[src/rtl/mem_pkg.sv]
// Shared memory-access types for the store buffer and its comparators.
// Access size encoding matches the RAM dataType port.
package mem_pkg;

  typedef enum logic [1:0] {
    MEM_WORD = 2'b00,
    MEM_BYTE = 2'b01,
    MEM_HALF = 2'b10
  } mem_type_t;

  localparam int MEM_AW = 32;
  localparam int MEM_DW = 32;

  typedef struct packed {
    logic              valid;
    logic [MEM_AW-1:0] addr;
    logic [MEM_DW-1:0] data;
    mem_type_t         typ;
  } sb_entry_t;

  // Encoding 11 is not a legal size and falls back to word.
  function automatic logic [2:0] type_size(mem_type_t t);
    case (t)
      MEM_BYTE: type_size = 3'd1;
      MEM_HALF: type_size = 3'd2;
      default:  type_size = 3'd4;
    endcase
  endfunction

endpackage

[src/rtl/sb_overlap.sv]
// Byte-range comparator between one buffered store and a load.
// Spans wrap modulo 2^AW.
module sb_overlap #(
  parameter int AW = 32
) (
  input  logic [AW-1:0] ent_addr,
  input  logic [1:0]    ent_type,
  input  logic [AW-1:0] ld_addr,
  input  logic [1:0]    ld_type,
  output logic          overlap,
  output logic          exact_cover
);
  import mem_pkg::*;

  logic [2:0]    es;
  logic [2:0]    ls;
  logic [AW-1:0] d_el;
  logic [AW-1:0] d_le;

  assign es   = type_size(mem_type_t'(ent_type));
  assign ls   = type_size(mem_type_t'(ld_type));
  assign d_el = ent_addr - ld_addr;
  assign d_le = ld_addr - ent_addr;

  // Two wrapped spans meet iff either start lies inside the other span.
  assign overlap = (d_el < {{(AW-3){1'b0}}, ls}) ||
                   (d_le < {{(AW-3){1'b0}}, es});

  assign exact_cover = (ent_addr == ld_addr) && (es >= ls);

endmodule

[src/rtl/store_buffer.sv]
// FIFO of committed stores draining to the data RAM when loads leave it idle.
// Overlapping loads are forwarded from the youngest entry or stalled.
module store_buffer #(
  parameter int DEPTH         = 4,
  parameter int ADDRESS_WIDTH = 32,
  parameter int DATA_WIDTH    = 32
) (
  input  logic                     clk,
  input  logic                     rst,
  input  logic                     st_valid,
  output logic                     st_ready,
  input  logic [ADDRESS_WIDTH-1:0] st_addr,
  input  logic [DATA_WIDTH-1:0]    st_data,
  input  logic [1:0]               st_type,
  input  logic                     ld_valid,
  input  logic [ADDRESS_WIDTH-1:0] ld_addr,
  input  logic [1:0]               ld_type,
  output logic                     ld_hit,
  output logic                     ld_stall,
  output logic [DATA_WIDTH-1:0]    fwd_data,
  output logic                     ram_WE,
  output logic [ADDRESS_WIDTH-1:0] ram_A,
  output logic [DATA_WIDTH-1:0]    ram_WD,
  output logic [1:0]               ram_dataType,
  output logic [$clog2(DEPTH):0]   count
);
  import mem_pkg::*;

  localparam int PW = $clog2(DEPTH);
  localparam int CW = PW + 1;

  logic [ADDRESS_WIDTH-1:0] addr_q [DEPTH];
  logic [DATA_WIDTH-1:0]    data_q [DEPTH];
  logic [1:0]               type_q [DEPTH];

  logic [DEPTH-1:0] valid_q, valid_d;
  logic [PW-1:0]    head_q, head_d;
  logic [PW-1:0]    tail_q, tail_d;
  logic [CW-1:0]    count_q, count_d;
  logic             half_q, half_d;

  logic [DEPTH-1:0] ovl;
  logic [DEPTH-1:0] cov;
  logic             found;
  logic [PW-1:0]    sel;
  logic             load_act;
  logic             drain;
  logic             enq;
  logic             deq;
  logic             h_half;
  logic             h_byte;

  for (genvar i = 0; i < DEPTH; i++) begin : g_ovl
    sb_overlap #(.AW(ADDRESS_WIDTH)) u_ovl (
      .ent_addr    (addr_q[i]),
      .ent_type    (type_q[i]),
      .ld_addr     (ld_addr),
      .ld_type     (ld_type),
      .overlap     (ovl[i]),
      .exact_cover (cov[i])
    );
  end

  // Youngest first: scan from tail-1 back toward head.
  always_comb begin
    logic [PW-1:0] idx;
    found = 1'b0;
    sel   = '0;
    idx   = '0;
    for (int k = 1; k <= DEPTH; k++) begin
      idx = tail_q - PW'(k);
      if (!found && valid_q[idx] && ovl[idx]) begin
        found = 1'b1;
        sel   = idx;
      end
    end
  end

  assign load_act = ld_valid && !st_valid;
  assign ld_hit   = load_act && found && cov[sel];
  assign ld_stall = load_act && found && !cov[sel];
  assign st_ready = count_q < CW'(DEPTH);
  assign count    = count_q;

  assign h_half = type_q[head_q] == MEM_HALF;
  assign h_byte = type_q[head_q] == MEM_BYTE;
  assign drain  = (count_q != '0) && !(load_act && !found);
  assign deq    = drain && !(h_half && !half_q);
  assign enq    = st_valid && st_ready;

  always_comb begin
    fwd_data = '0;
    if (ld_hit) begin
      unique case (1'b1)
        ld_type == MEM_BYTE: fwd_data[7:0]  = data_q[sel][7:0];
        ld_type == MEM_HALF: fwd_data[15:0] = data_q[sel][15:0];
        default:             fwd_data       = data_q[sel];
      endcase
    end
  end

  always_comb begin
    ram_WE       = 1'b0;
    ram_A        = ld_addr;
    ram_dataType = ld_type;
    ram_WD       = '0;
    if (drain) begin
      ram_WE = 1'b1;
      ram_A  = addr_q[head_q];
      unique case (1'b1)
        h_byte: begin
          ram_dataType = MEM_BYTE;
          ram_WD[7:0]  = data_q[head_q][7:0];
        end
        h_half: begin
          // The RAM has no halfword write; emit two byte writes.
          ram_dataType = MEM_BYTE;
          if (half_q) begin
            ram_A       = addr_q[head_q] + ADDRESS_WIDTH'(1);
            ram_WD[7:0] = data_q[head_q][15:8];
          end else begin
            ram_WD[7:0] = data_q[head_q][7:0];
          end
        end
        default: begin
          ram_dataType = MEM_WORD;
          ram_WD       = data_q[head_q];
        end
      endcase
    end
  end

  always_comb begin
    valid_d = valid_q;
    head_d  = head_q;
    tail_d  = tail_q;
    count_d = count_q;
    half_d  = half_q;
    if (drain && h_half) half_d = !half_q;
    if (deq) begin
      valid_d[head_q] = 1'b0;
      head_d          = head_q + PW'(1);
    end
    if (enq) begin
      valid_d[tail_q] = 1'b1;
      tail_d          = tail_q + PW'(1);
    end
    if (enq && !deq) count_d = count_q + CW'(1);
    if (deq && !enq) count_d = count_q - CW'(1);
  end

  always_ff @(posedge clk) begin
    if (rst) begin
      valid_q <= '0;
      head_q  <= '0;
      tail_q  <= '0;
      count_q <= '0;
      half_q  <= 1'b0;
    end else begin
      valid_q <= valid_d;
      head_q  <= head_d;
      tail_q  <= tail_d;
      count_q <= count_d;
      half_q  <= half_d;
    end
  end

  always_ff @(posedge clk) begin
    if (enq) begin
      addr_q[tail_q] <= st_addr;
      data_q[tail_q] <= st_data;
      type_q[tail_q] <= st_type;
    end
  end

endmodule

[config.mk]
export PLATFORM = sky130hd
export DESIGN_NAME = store_buffer
export DESIGN_NICKNAME = d
export VERILOG_FILES = /design/src/rtl/mem_pkg.sv /design/src/rtl/sb_overlap.sv /design/src/rtl/store_buffer.sv
export SDC_FILE = /design/constraint.sdc
export NUM_CORES = 1
export LEC_CHECK = 0
export ABC_AREA = 0
export CORE_ASPECT_RATIO = 1.2
export CORE_MARGIN = 5
export CORE_UTILIZATION = 45
export CTS_CLUSTER_SIZE = 14
export DETAILED_ROUTE_END_ITERATION = 7
export PLACE_DENSITY = 0.72
export SETUP_SLACK_MARGIN = 0.05
export SLEW_MARGIN = 40
export SYNTH_ARGS = -nofsm -noshare
export SYNTH_HDL_FRONTEND = slang
export SYNTH_HIERARCHICAL = 1
export SYNTH_SLANG_ARGS = --single-unit
export TNS_END_PERCENT = 5
[constraint.sdc]
create_clock -name clk -period 17.6 [get_ports clk]
set_clock_uncertainty 0.2 [all_clocks]
set_input_delay 3.52 -clock clk [delete_from_list [all_inputs] [get_ports clk]]
set_output_delay 3.52 -clock clk [all_outputs]
set_load 0.02 [all_outputs]
==> qor.txt, run 1 <==
Yosys top cell area share - 0.2700
Critical Path Source Type - input pin
FF-to-FF Start - addr_q[1][0]
CORE AREA - 0.06458 mm²
Critical Path Max Stage Delay - 800 ps
R2R depth - 29
Reg2Reg Setup Slack - 9080 ps
Initial antenna violation count - 9
Status - completed
Crit. End Element - output port
Port Buf Inserts - 208
Vert. Die Dim - 289.8 µm
Clock transition at the registers of the reported paths - 60 ps
Gr usage total - 0.2823
Total power - 3.332 mW
ANT cells - 0
End of the worst hold path - valid_q[0]
CTS max path bufs - 3
Worst Path Max Fanout - 17
RR Endpoint - count[2]
TritonCTS buffer count - 30
YS warnings - 6
Synth area leaders - edfxtp_1 (27%), ha_1 (13%), mux4_2 (5.2%)
Largest net degree at the start of global routing - 72
Maxcap violations - 0
Initial Utilization - 0.4547
Static Leak - 13.11 nW
Fraction of layout instances using a drive strength above 1 - 0.06757
Root Driver - clkbuf_16
Cell taking the most area after synthesis - edfxtp_1
Site Rows - 102
DRC violations left - 0
GP Congestion - 1.039
Post_cts resized - 0
Seq/Total Area, Yosys - 0.2795
Peak supply drop - 0.1029 mV
Final WS setup - 1375 ps
Final core occ - 0.5093
Comb pwr share - 0.547
NetSw - 1.491 mW
Fmax - 0.06163 GHz
Max-slew headroom - 0.3891
First-pass GRT wire length - 156.6 mm
HP Start - valid_q[0]
Cell count after synthesis - 3,338
Via count - 27,036
Num ports - 209
Syn_nets - 3,755
RSZ-0062 raised after global routing - no
Storage cell area - 0.008215 mm²
Nets - 3,859
FFs w/ async S/R, synth - 0
Hold Path Class - register to register
Multi-input logic area - 0.01906 mm²
Primary FF master, synth - edfxtp_1
Area of the die - 0.07048 mm²
Req. time, crit path - 13,880 ps
Synth Area per Inst - 8.796 µm²
Clk sinks - 278
DRT antenna net count - 0
First-pass DRT Iterations - 6
Setup violations, final - 0
CTS tree - built
Pwr/cell area - 101.3 mW/mm²
Vias in the first global route - 25,742
Final Instance Area - 0.03289 mm²
GRT overflow - 0
Number of vias per cell - 6.295
Synthesized flop and latch total - 278
CTS H-tree lvls - 1
Fin. Hold Viols - 0
Post-synth EDFFs - 264
Proportion of power drawn by flip-flops and latches - 0.279
Crit Path Class - input pin to output port
Arr. time, crit path - 12,500 ps
Syn Std Cell Area - 0.02936 mm²
Worst-skew pair later-pin latency - 610 ps
Final period util - 0.9219
Worst path slowest cell - clkdlybuf4s50_1
Clock share of power - 0.175
Max Slew Vio Count - 0
Drt initial violations - 2,935
Synthesis-to-layout area growth - 12.00%
WL/cell - 24.42 µm
Hold path cells - 2
Die Width - 243.2 µm
DP Worst Slack - 1546 ps
Minimum clock period - 16,220 ps
Setup TNS - 0 ps
# hold bufs at CTS - 0
Slew @ Worst Pin - 893.2 ps
Count of different cell masters after synthesis - 89
Placed inst area - 0.03199 mm²
# fillers - 6,029
Sw Ratio - 0.4474
Final WL - 104.9 mm
Post-CTS Setup Repair Bufs - 0
Internal Pwr Total - 1.841 mW
Final HPWL DP - 83.43 mm
per-stage QoR:
step / std cells / hold slack (ps)
6_report: 4295 / 318.9
5_1_grt: 4295 / 359.2
4_1_cts: 4294 / 317.3
3_5_place_dp: 4241 / 307.2
3_3_place_gp: 4241 / 300.0
2_1_floorplan: 3338 / 269.5
critical path, delay by kind of cell:
kind	cells	cell delay, ps
mux	1	560
compound gates	11	3450
simple gates	6	2100
buf+inv	4	1850
fa+ha+maj	3	990
layout make-up:
class	instances	area share
inverter	362	0.04147
sequential	278	0.2498
multi-input combinational	2530	0.5795
clock inverter	15	0.002853
timing repair buffer	240	0.07099
clock buffer	38	0.02374
tap	832	0.03165
how the worst max path moves through the flow:
stage,from,end,slack (ps),depth (start not counted)
final,ld_addr[0],fwd_data[10],1380,25
after CTS,ld_addr[0],fwd_data[9],1500,25
after floorplan,ld_addr[1],fwd_data[0],4680,22
after global routing,ld_addr[0],fwd_data[10],900,25
after global placement,ld_addr[24],fwd_data[11],1780,21
after detailed placement,ld_addr[0],fwd_data[9],1550,25
state kept, by name, summed over array words and instances, names as in the netlist, named ones only:
| signal | cells |
|---|---|
| valid_q | 4 |
| count | 3 |
| head_q | 2 |
| half_q | 1 |
| data_q | 128 |
| addr_q | 128 |
| tail_q | 2 |
| type_q | 8 |
power by group through the flow:
stage	clock (mW)	combinational [mW]	sequential (mW)
global placement	0	1.75	0.947
CTS	0.587	1.78	0.938
floorplan	0	1.20	0.885
detailed placement	0	1.76	0.952
global route	0.615	1.95	0.935
finish	0.583	1.82	0.928
cell usage in the layout, fill, tap and decap left out, types with 44 or more instances in the layout:
cell type and n:
inv_1 356, nand2_1 306, ha_1 303, a21oi_1 302, edfxtp_1 264, clkdlybuf4s50_1 208
o21ai_0 191, nor2_1 176, xnor2_1 102, xor2_1 93, a21o_1 73, mux4_2 68
nand4_1 66, nand3_1 64, mux2i_1 63, a211oi_1 56, nor3_1 53, and3_1 44
cell families (layout without fill, tap and decap cells):
family,Yosys count,after routing,synth area share
compound gates,975,975,0.2229
buf+inv,530,655,0.07474
simple gates,909,909,0.1523
flops,278,278,0.2795
mux,136,136,0.07606
xor+xnor,197,197,0.05876
fa+ha+maj,313,313,0.1357
synth_stat cells, drive strengths merged (74+ instances only):
| master | n |
|---|---|
| o21ai | 212 |
| edfxtp | 264 |
| xnor2 | 104 |
| nor2 | 176 |
| buf | 94 |
| a21o | 79 |
| a21oi | 315 |
| ha | 304 |
| nand2 | 306 |
| clkbuf | 74 |
| xor2 | 93 |
| inv | 362 |
per-layer routing:
| layer | global-route usage | routed length [µm] | vias up | share of wire |
|---|---|---|---|---|
| met4 | 0.1556 | 7583 | 14 | 0.072 |
| met5 | 0 | 92 | - | 0.00088 |
| li1 | - | - | 12376 | - |
| met1 | 0.3597 | 40300 | 12832 | 0.38 |
| met2 | 0.4508 | 46740 | 1532 | 0.45 |
| met3 | 0.05615 | 10160 | 282 | 0.097 |
Power figures use the tool's default switching activity.
==> run 2: changes to the inputs <==
Settings changed: HOLD_SLACK_MARGIN set to 0.06.
==> results of run 2 <==
Final layout, timing and power as in run 1 (identical DEF).
